`config.mk`:
```
export PLATFORM = sky130hd
export DESIGN_NAME = instruction_fetch_unit_flat
export DESIGN_NICKNAME = d
export VERILOG_FILES = /design/src/rtl/instruction_fetch_unit_if.sv /design/src/rtl/instruction_fetch_unit.sv /design/src/flat_wrapper.sv
export SDC_FILE = /design/constraint.sdc
export NUM_CORES = 1
export LEC_CHECK = 0
export BUFFER_PORTS_ARGS = -buffer_cell sky130_fd_sc_hd__buf_2
export CAP_MARGIN = 20
export CORE_MARGIN = 3
export CORE_UTILIZATION = 46
export DETAILED_ROUTE_END_ITERATION = 10
export GPL_TIMING_DRIVEN = 1
export HOLD_SLACK_MARGIN = 0.02
export PLACE_DENSITY = 0.87
export SETUP_SLACK_MARGIN = 0.05
export SLEW_MARGIN = 20
export SYNTH_ARGS = -nofsm -noshare
export SYNTH_HDL_FRONTEND = slang
export SYNTH_SLANG_ARGS = --single-unit
```
`constraint.sdc`:
```
create_clock -name Clock -period 1.7 [get_ports Clock]
set_input_delay 0.085 -clock Clock [delete_from_list [all_inputs] [get_ports Clock]]
set_output_delay 0.085 -clock Clock [all_outputs]
set_load 0.02 [all_outputs]
```
`src/rtl/instruction_fetch_unit_if.sv`:
```
// Fetch-unit bus bundle: the byte-wide instruction memory port and the
// instruction hand-off to the datapath.
interface instruction_fetch_unit_if;
  // Memory:   MemReq/MemAddr are held stable until the one-cycle MemAck that
  //           completes the read. MemAck may arrive in the same cycle as MemReq.
  //           MemAck is ignored while MemReq=0.
  // Datapath: Instruction is held stable while InstrValid=1. A cycle with
  //           InstrValid=1 and InstrTaken=1 is the single transfer. BranchTaken
  //           and BranchTarget are sampled only in that cycle.
  logic        MemReq;
  logic [23:0] MemAddr;
  logic [7:0]  MemRdData;
  logic        MemAck;
  logic [23:0] Instruction;
  logic        InstrValid;
  logic        InstrTaken;
  logic        BranchTaken;
  logic [23:0] BranchTarget;

  modport master (
    output MemReq, MemAddr, Instruction, InstrValid,
    input  MemRdData, MemAck, InstrTaken, BranchTaken, BranchTarget
  );

  modport slave (
    input  MemReq, MemAddr, Instruction, InstrValid,
    output MemRdData, MemAck, InstrTaken, BranchTaken, BranchTarget
  );
endinterface

```
`src/rtl/instruction_fetch_unit.sv`:
```
// Front end of the 24-bit CPU: owns the PC and assembles each instruction
// from three big-endian byte reads, then hands it to the datapath.
module instruction_fetch_unit #(
  parameter logic [23:0] RESET_VECTOR = 24'h000000,
  parameter logic [3:0]  HALT_OPCODE  = 4'hF,
  parameter bit          HALT_ENABLE  = 1'b1
) (
  input  logic                           Clock,
  input  logic                           Reset,
  instruction_fetch_unit_if.master       bus,
  output logic [23:0]                    PC,
  output logic                           Halted,
  output logic [15:0]                    RetireCount,
  output logic [2:0]                     DebugState
);

  typedef enum logic [2:0] {
    FETCH0 = 3'd0,
    FETCH1 = 3'd1,
    FETCH2 = 3'd2,
    VALID  = 3'd3,
    HALTED = 3'd4
  } state_e;

  state_e      state_q, state_d;
  logic [23:0] pc_q, pc_d;
  logic [23:0] instr_q, instr_d;
  logic [15:0] retire_q, retire_d;

  logic        mem_req;
  logic [23:0] mem_addr;
  logic        instr_valid;
  logic        halted;
  logic        is_halt;

  assign is_halt = HALT_ENABLE && (instr_q[23:20] == HALT_OPCODE);

  always_ff @(posedge Clock) begin
    if (Reset) begin
      state_q  <= FETCH0;
      pc_q     <= RESET_VECTOR;
      instr_q  <= 24'h000000;
      retire_q <= 16'h0000;
    end else begin
      state_q  <= state_d;
      pc_q     <= pc_d;
      instr_q  <= instr_d;
      retire_q <= retire_d;
    end
  end

  always_comb begin
    state_d     = state_q;
    pc_d        = pc_q;
    instr_d     = instr_q;
    retire_d    = retire_q;
    mem_req     = 1'b0;
    mem_addr    = pc_q;
    instr_valid = 1'b0;
    halted      = 1'b0;

    unique case (state_q)
      FETCH0: begin
        mem_req  = 1'b1;
        mem_addr = pc_q;
        if (bus.MemAck) begin
          instr_d[23:16] = bus.MemRdData;
          state_d        = FETCH1;
        end
      end
      FETCH1: begin
        mem_req  = 1'b1;
        mem_addr = pc_q + 24'd1;
        if (bus.MemAck) begin
          instr_d[15:8] = bus.MemRdData;
          state_d       = FETCH2;
        end
      end
      FETCH2: begin
        mem_req  = 1'b1;
        mem_addr = pc_q + 24'd2;
        if (bus.MemAck) begin
          instr_d[7:0] = bus.MemRdData;
          state_d      = VALID;
        end
      end
      VALID: begin
        instr_valid = 1'b1;
        if (bus.InstrTaken) begin
          retire_d = retire_q + 16'd1;
          // A halt keeps PC on the halt instruction so software can see where it stopped.
          if (is_halt) begin
            state_d = HALTED;
          end else begin
            pc_d    = bus.BranchTaken ? bus.BranchTarget : (pc_q + 24'd3);
            state_d = FETCH0;
          end
        end
      end
      HALTED: begin
        halted = 1'b1;
      end
      default: begin
        state_d = FETCH0;
      end
    endcase
  end

  // The request is masked during reset so an abandoned fetch never leaks onto the bus.
  assign bus.MemReq      = mem_req & ~Reset;
  assign bus.MemAddr     = mem_addr;
  assign bus.Instruction = instr_q;
  assign bus.InstrValid  = instr_valid;
  assign PC              = pc_q;
  assign Halted          = halted;
  assign RetireCount     = retire_q;
  assign DebugState      = state_q;

endmodule

```
`src/flat_wrapper.sv`:
```
// flat-port wrapper written by rule: the top's interface ports become plain ports
module instruction_fetch_unit_flat 
#(
  parameter logic [23:0] RESET_VECTOR = 24'h000000,
  parameter logic [3:0]  HALT_OPCODE  = 4'hF,
  parameter bit          HALT_ENABLE  = 1'b1
)
  (Clock, Reset, PC, Halted, RetireCount, DebugState, bus_MemReq, bus_MemAddr, bus_Instruction, bus_InstrValid, bus_MemRdData, bus_MemAck, bus_InstrTaken, bus_BranchTaken, bus_BranchTarget);
  instruction_fetch_unit_if bus_i ();
  input  logic Clock;
  input  logic Reset;
  output logic [23:0] PC;
  output logic Halted;
  output logic [15:0] RetireCount;
  output logic [2:0] DebugState;
  output wire logic [$bits(bus_i.MemReq)-1:0] bus_MemReq;
  output wire logic [$bits(bus_i.MemAddr)-1:0] bus_MemAddr;
  output wire logic [$bits(bus_i.Instruction)-1:0] bus_Instruction;
  output wire logic [$bits(bus_i.InstrValid)-1:0] bus_InstrValid;
  input wire logic [$bits(bus_i.MemRdData)-1:0] bus_MemRdData;
  input wire logic [$bits(bus_i.MemAck)-1:0] bus_MemAck;
  input wire logic [$bits(bus_i.InstrTaken)-1:0] bus_InstrTaken;
  input wire logic [$bits(bus_i.BranchTaken)-1:0] bus_BranchTaken;
  input wire logic [$bits(bus_i.BranchTarget)-1:0] bus_BranchTarget;
  assign bus_MemReq = bus_i.MemReq;
  assign bus_MemAddr = bus_i.MemAddr;
  assign bus_Instruction = bus_i.Instruction;
  assign bus_InstrValid = bus_i.InstrValid;
  assign bus_i.MemRdData = bus_MemRdData;
  assign bus_i.MemAck = bus_MemAck;
  assign bus_i.InstrTaken = bus_InstrTaken;
  assign bus_i.BranchTaken = bus_BranchTaken;
  assign bus_i.BranchTarget = bus_BranchTarget;
  instruction_fetch_unit #(.RESET_VECTOR(RESET_VECTOR), .HALT_OPCODE(HALT_OPCODE), .HALT_ENABLE(HALT_ENABLE)) u_core (.Clock(Clock), .Reset(Reset), .bus(bus_i), .PC(PC), .Halted(Halted), .RetireCount(RetireCount), .DebugState(DebugState));
endmodule
```
* Word-level counts from Yosys, hierarchy flattened
Index checks and enable logic that the tools add are counted.
Word-level totals: flip-flop bits (word level) 67, bits of input ports 37, output and inout port bits 94, word-level logic and storage cells 42
Cells by class: add/sub/neg operators 4, equality and inequality tests 9, mux-type cells 11, bitwise operators 4, reduce and logical (&&, ||, !) cells 8
Operator list (number):
- 24-bit by 2-bit adder with 24-bit output, second input constant | 2
- 24-bit case mux with 2 select lines | 1
- 24-bit by 1-bit adder with 24-bit output, second input constant | 1
- 24-bit two-way mux | 1
- 16-bit by 1-bit adder with 16-bit output, second input constant | 1
- 3-bit two-way mux | 5
- 3-bit case mux with 5 select lines | 1
- 2-bit != test, second input constant | 4
- 2-bit AND reduction | 4
- 3-bit by 2-bit equality test with 1-bit output, second input constant | 2
- 5-bit AND reduction | 1
- 4-bit equality test, second input constant | 1
- 3-bit by 1-bit equality test with 1-bit output, second input constant | 1
- 3-bit equality test, second input constant | 1
- 3-bit logical NOT | 1
- 1-bit two-way mux | 3
- 1-bit NOT | 3
- 3-bit AND reduction | 1
- 3-bit OR reduction | 1
- 1-bit AND | 1

* Longest topological paths before layout
depth after elaboration 4, gate-level depth with buffers 7, depth with buffers taken out 6

* Worst setup path before layout
Ideal clock, no wire load.
path kind register to register, from register u_core.pc_q[1] (netlist: u_core.PC[1]), to register u_core.pc_q[23] (netlist: u_core.PC[23]), library setup time 122 ps, arrival 1896 ps, path slack -318 ps, cell stages (with the launch flop) 7, period minus slack after synthesis 2018 ps, cell sequence dfxtp_1 -> inv_1 -> ha_1 -> a21oi_1 -> nor3_2 -> a41o_1 -> a311o_1
Between the ends: longest elaborated chain between the ends 2
RTL lines:
- start, declared | line instruction_fetch_unit.sv:26 | logic [23:0] pc_q, pc_d;
- start signal, assigned | line instruction_fetch_unit.sv:46 | pc_q <= pc_d;
- 24-bit by 2-bit adder with 24-bit output | line instruction_fetch_unit.sv:95 | pc_d = bus.BranchTaken ? bus.BranchTarget : (pc_q + 24'd3);
- 24-bit two-way mux | line instruction_fetch_unit.sv:95
No other way between the ends. A chain may end at the register's enable or synchronous reset.

* Worst setup path in the final report
from register u_core.state_q[0] (netlist: u_core.DebugState[0]), to output bus_MemAddr[23]
Between the ends: longest elaborated chain between the ends 2, elaborated cells between the ends (all ways) 3, those cells by class eq/ne (2); mux (1)
RTL lines:
- start, declared | line instruction_fetch_unit.sv:25 | state_e state_q, state_d;
- start signal, assigned | line instruction_fetch_unit.sv:45 | state_q <= state_d;
- 3-bit by 2-bit equality test with 1-bit output / 3-bit by 1-bit equality test with 1-bit output (equally long branches) | line instruction_fetch_unit.sv:62 | unique case (state_q)
- 24-bit case mux with 2 select lines * | line instruction_fetch_unit.sv:62
- end, declared | line flat_wrapper.sv:17 | output wire logic [$bits(bus_i.MemAddr)-1:0] bus_MemAddr;
Mark *: on every way between the ends. The rest lies on a longest branch, timed or not.

==> results.toml <==
[grt]
grt_pass1_vias = 4844
top_usage_layer = "met2"
grt_pass1_wl_um = 23600
gr-usage-all-layers_pct = 29.2
grt_max_degree = 29
grt-ovfl-total = 0
grt_use_met3_pct = 8.63
grt_use_met1_pct = 32.9
met2_usage_pct = 51.4
grt_antenna_before_repair = 0

[floorplan]
initial_core_util_pct = 48.0
num_io_pins = 131
rows = 33
coreArea_mm2 = 0.00830
dieArea_mm2 = 0.00981
fp.dieH_um = 99.0
die_w_um = 99.0

[sta]
period_minus_slack_ns = 2.31
hold_ws_ns = 0.0630
rsz0062_at_grt = "yes"
clock_skew_ns = 0.00971
clock.fmax_ghz = 0.432
final-setup-viol-count = 44
setup_slack_ns = -0.614
tightest_slew_ns = 0.532
timing.slew.headroom_pct = 64.5
final_hold_viol_count = 0
maxSlewViolCount = 0
finalCritPeriodShare_pct = 136

[placement]
hpwl_um = 9920
port_buffers = 130
place_inst = 762
place_congestion = 1.01

[synth]
synth_cell_types = 64
synth_area_mm2 = 0.00398
synth-seq-area-share_pct = 33.7
synth_fa_ha_area_share_pct = 1.57
synth.area.mux_share_pct = 2.86
ys_top_cells_by_area = "dfxtp_1 (34%), nand2_1 (7.2%), a21oi_1 (5.2%)"
synth_xor_area_share_pct = 5.50
synthSimpleGateAreaFrac_pct = 28.8
synth-edff-count = 0
synth.avg_cell_area_um2 = 7.93
ys.flop_type = "dfxtp_1"
synth_top_family_by_area = "simple AND/OR/NAND/NOR gates"
syn_inst = 502
synth_seq_cells = 67
syn_nets = 544
synthArstFlopShare_pct = 0
netlist.top_cell.by_area = "dfxtp_1"
synth_top_area_share_pct = 33.7
synth_compound_area_share_pct = 22.0
ys_warn_count = 0

[power_and_ir_drop]
intPower_w = 0.00253
cellPowerDensity_mw_per_mm2 = 566
peakVddDrop_v = 0.000629
seqPwrFrac_pct = 45.1
pwr-share-clk_pct = 39.4
comb_power_share_pct = 15.6
switching_power_w = 0.00111
p_leak_nw = 2.91
p_sw_share_pct = 30.5

[routing]
ant_nets = 0
firstDrtPassIters = 7
routed_wirelength_um = 17400
drc = 0
vias_per_cell = 6.46
drt-initial-drc-count = 580
num_vias = 5312
routedWlPerCell_um = 21.2

[layout]
final_cells = 822
drive_gt1_share_pct = 48.4
nets = 754
n_antenna_cell = 0
syn_to_final_growth_pct = 61.1

[setup_path]
slowest_delay_ns = 0.42
critPathRequiredTime_ns = 1.62
crit_family = "buffers and inverters"
worst-path-buf-inv = 4
end_kind = "output port"
rr_worst_depth = 9
crit_chain = "buf_4 -> buf_4 -> nor2b_4 -> o211ai_1 -> buf_4 -> nor4_4 -> xor2_2 -> buf_6"
startpoint_type = "flop"
path_class = "reg -> out"
r2r_end = "u_core.PC[18]"
cp_slowest_cell = "nor4_4"
r2r_start = "u_core.PC[1]"
reg2reg_slack_ns = -0.43
cp_data_arrival_time_ns = 2.23
cp_max_fo = 4
path_common_cell = "buf_4"

[status]
failed_checks = "setup timing"
status = "complete, but fails checks"

[hold_path]
min_from = "bus_BranchTarget[20]"
whs_endpoint = "u_core.PC[20]"
hold_class = "in -> reg"
hold_depth = 3

[clock_tree]
cts_tree = "done"
cts_made_buffers = 9
numClockSinks = 67
cts_root_buffer = "clkbuf_8"
htreeDepth = 3
insertion_delay_ns = 0.35
clk_path_buf_depth = 2
path_clk_slew_ns = 0.09

[flow_run]
maxCapViolations = 0
sequential cells by signal (all words and copies together) (netlist names):
signal                  flops
u_core.DebugState           3
u_core.bus.Instruction     24
u_core.PC                  24
u_core.RetireCount         16
worst max path at each step:
stage | from | slack [ns] | cells past startpoint | end
after floorplan | u_core.PC[0] | -0.18 | 6 | u_core.PC[18]
after global placement | u_core.PC[1] | -0.07 | 7 | bus_MemAddr[16]
after detailed placement | u_core.PC[1] | -0.19 | 7 | bus_MemAddr[23]
after CTS | u_core.DebugState[0] | -0.47 | 7 | bus_MemAddr[12]
after global routing | u_core.DebugState[0] | -0.65 | 8 | bus_MemAddr[23]
final | u_core.DebugState[0] | -0.61 | 8 | bus_MemAddr[23]
layout make-up:
class / instances / area [µm²]
well taps: 105 / 131
multi-input cells: 386 / 2960
clock inverters: 7 / 81.3
clock buffers: 9 / 124
inverters: 11 / 51.3
repair buffers: 237 / 1690
flip-flops and latches: 67 / 1380
fillers: 504 / 1880
power groups by stage:
stage / Sequential, W / Clock, W / Combinational, W
after floorplan: 0.00171 / 0 / 0.000245
after global placement: 0.00167 / 0 / 0.000452
after detailed placement: 0.00167 / 0 / 0.000464
after CTS: 0.00163 / 0.00143 / 0.000498
after global routing: 0.00164 / 0.00150 / 0.000599
final: 0.00164 / 0.00143 / 0.000566
worst reg2reg max path, cell delays in order (launching register included):
cell,delay [ns]
dfxtp_4,0.39
buf_12,0.11
buf_8,0.10
inv_8,0.04
ha_4,0.14
nand3b_1,0.21
buf_6,0.16
nor4_4,0.38
nand3_1,0.16
o311a_1,0.32
Yosys cell counts, drive strengths merged (4+ instances only):
cell / number
nand4: 17
and2: 6
nand3b: 4
and3: 11
dfxtp: 67
nor4: 8
clkbuf: 24
ha: 5
o211ai: 5
a32o: 6
nand2b: 5
nor2: 33
o31ai: 6
nor2b: 8
nor3: 11
xor2: 9
a211oi: 10
o41ai: 4
xnor2: 16
nand3: 13
a21oi: 41
or3: 6
buf: 15
nand2: 76
inv: 11
and4: 8
mux2i: 8
o21ai: 21
metal layers:
layer	vias to the layer above	share of wire, %
met4	0	6.6
met1	2470	35
met3	137	11
met5	-	0
li1	2262	-
met2	443	48
stage by stage:
| step | power (W) | instance area (µm²) | util, % | setup WS [ns] | setup TNS (ns) |
|---|---|---|---|---|---|
| 3_3_place_gp | 0.00212 | 5270 | 63.5 | -0.0680 | -0.286 |
| 3_5_place_dp | 0.00214 | 5270 | 63.5 | -0.188 | -1.45 |
| 5_1_grt | 0.00374 | 6420 | 77.3 | -0.653 | -14.94 |
| 4_1_cts | 0.00356 | 5930 | 71.4 | -0.469 | -8.79 |
| 2_1_floorplan | 0.00195 | 4210 | - | -0.175 | -0.648 |
| 6_report | 0.00364 | 6420 | 77.3 | -0.614 | -13.18 |
kinds of logic (layout without fill, tap and decap cells):
kind of cell | after synthesis | in the layout
AO/OA/AOI/OAI | 127 | 127
flip-flops | 67 | 67
AND/OR/NAND/NOR | 217 | 218
XOR/XNOR | 25 | 25
multiplexers | 11 | 11
adder cells (fa/ha/maj) | 5 | 5
buffers and inverters | 50 | 264
cells in the final DEF (no fill, tap or decap), types with 9 or more instances in the layout:
master    count
a21oi_1      33
and3_1        9
buf_2       112
buf_4        83
buf_6        29
clkbuf_8      9
dfxtp_1      52
dfxtp_4       9
inv_1         9
nand2_1      71
nand4_1      15
nor2_1       28
nor3_1        9
o21ai_0      14
what timing repair did:
item	4_1_cts	5_1_grt
setup endpoints to repair	46	63
hold endpoints to repair	17	0
buffers inserted	12	24
cloned	0	2
pin swaps	32	39
gates resized for setup	67	74
hold buffers	8	0
(Power assumes the default switching activity.)
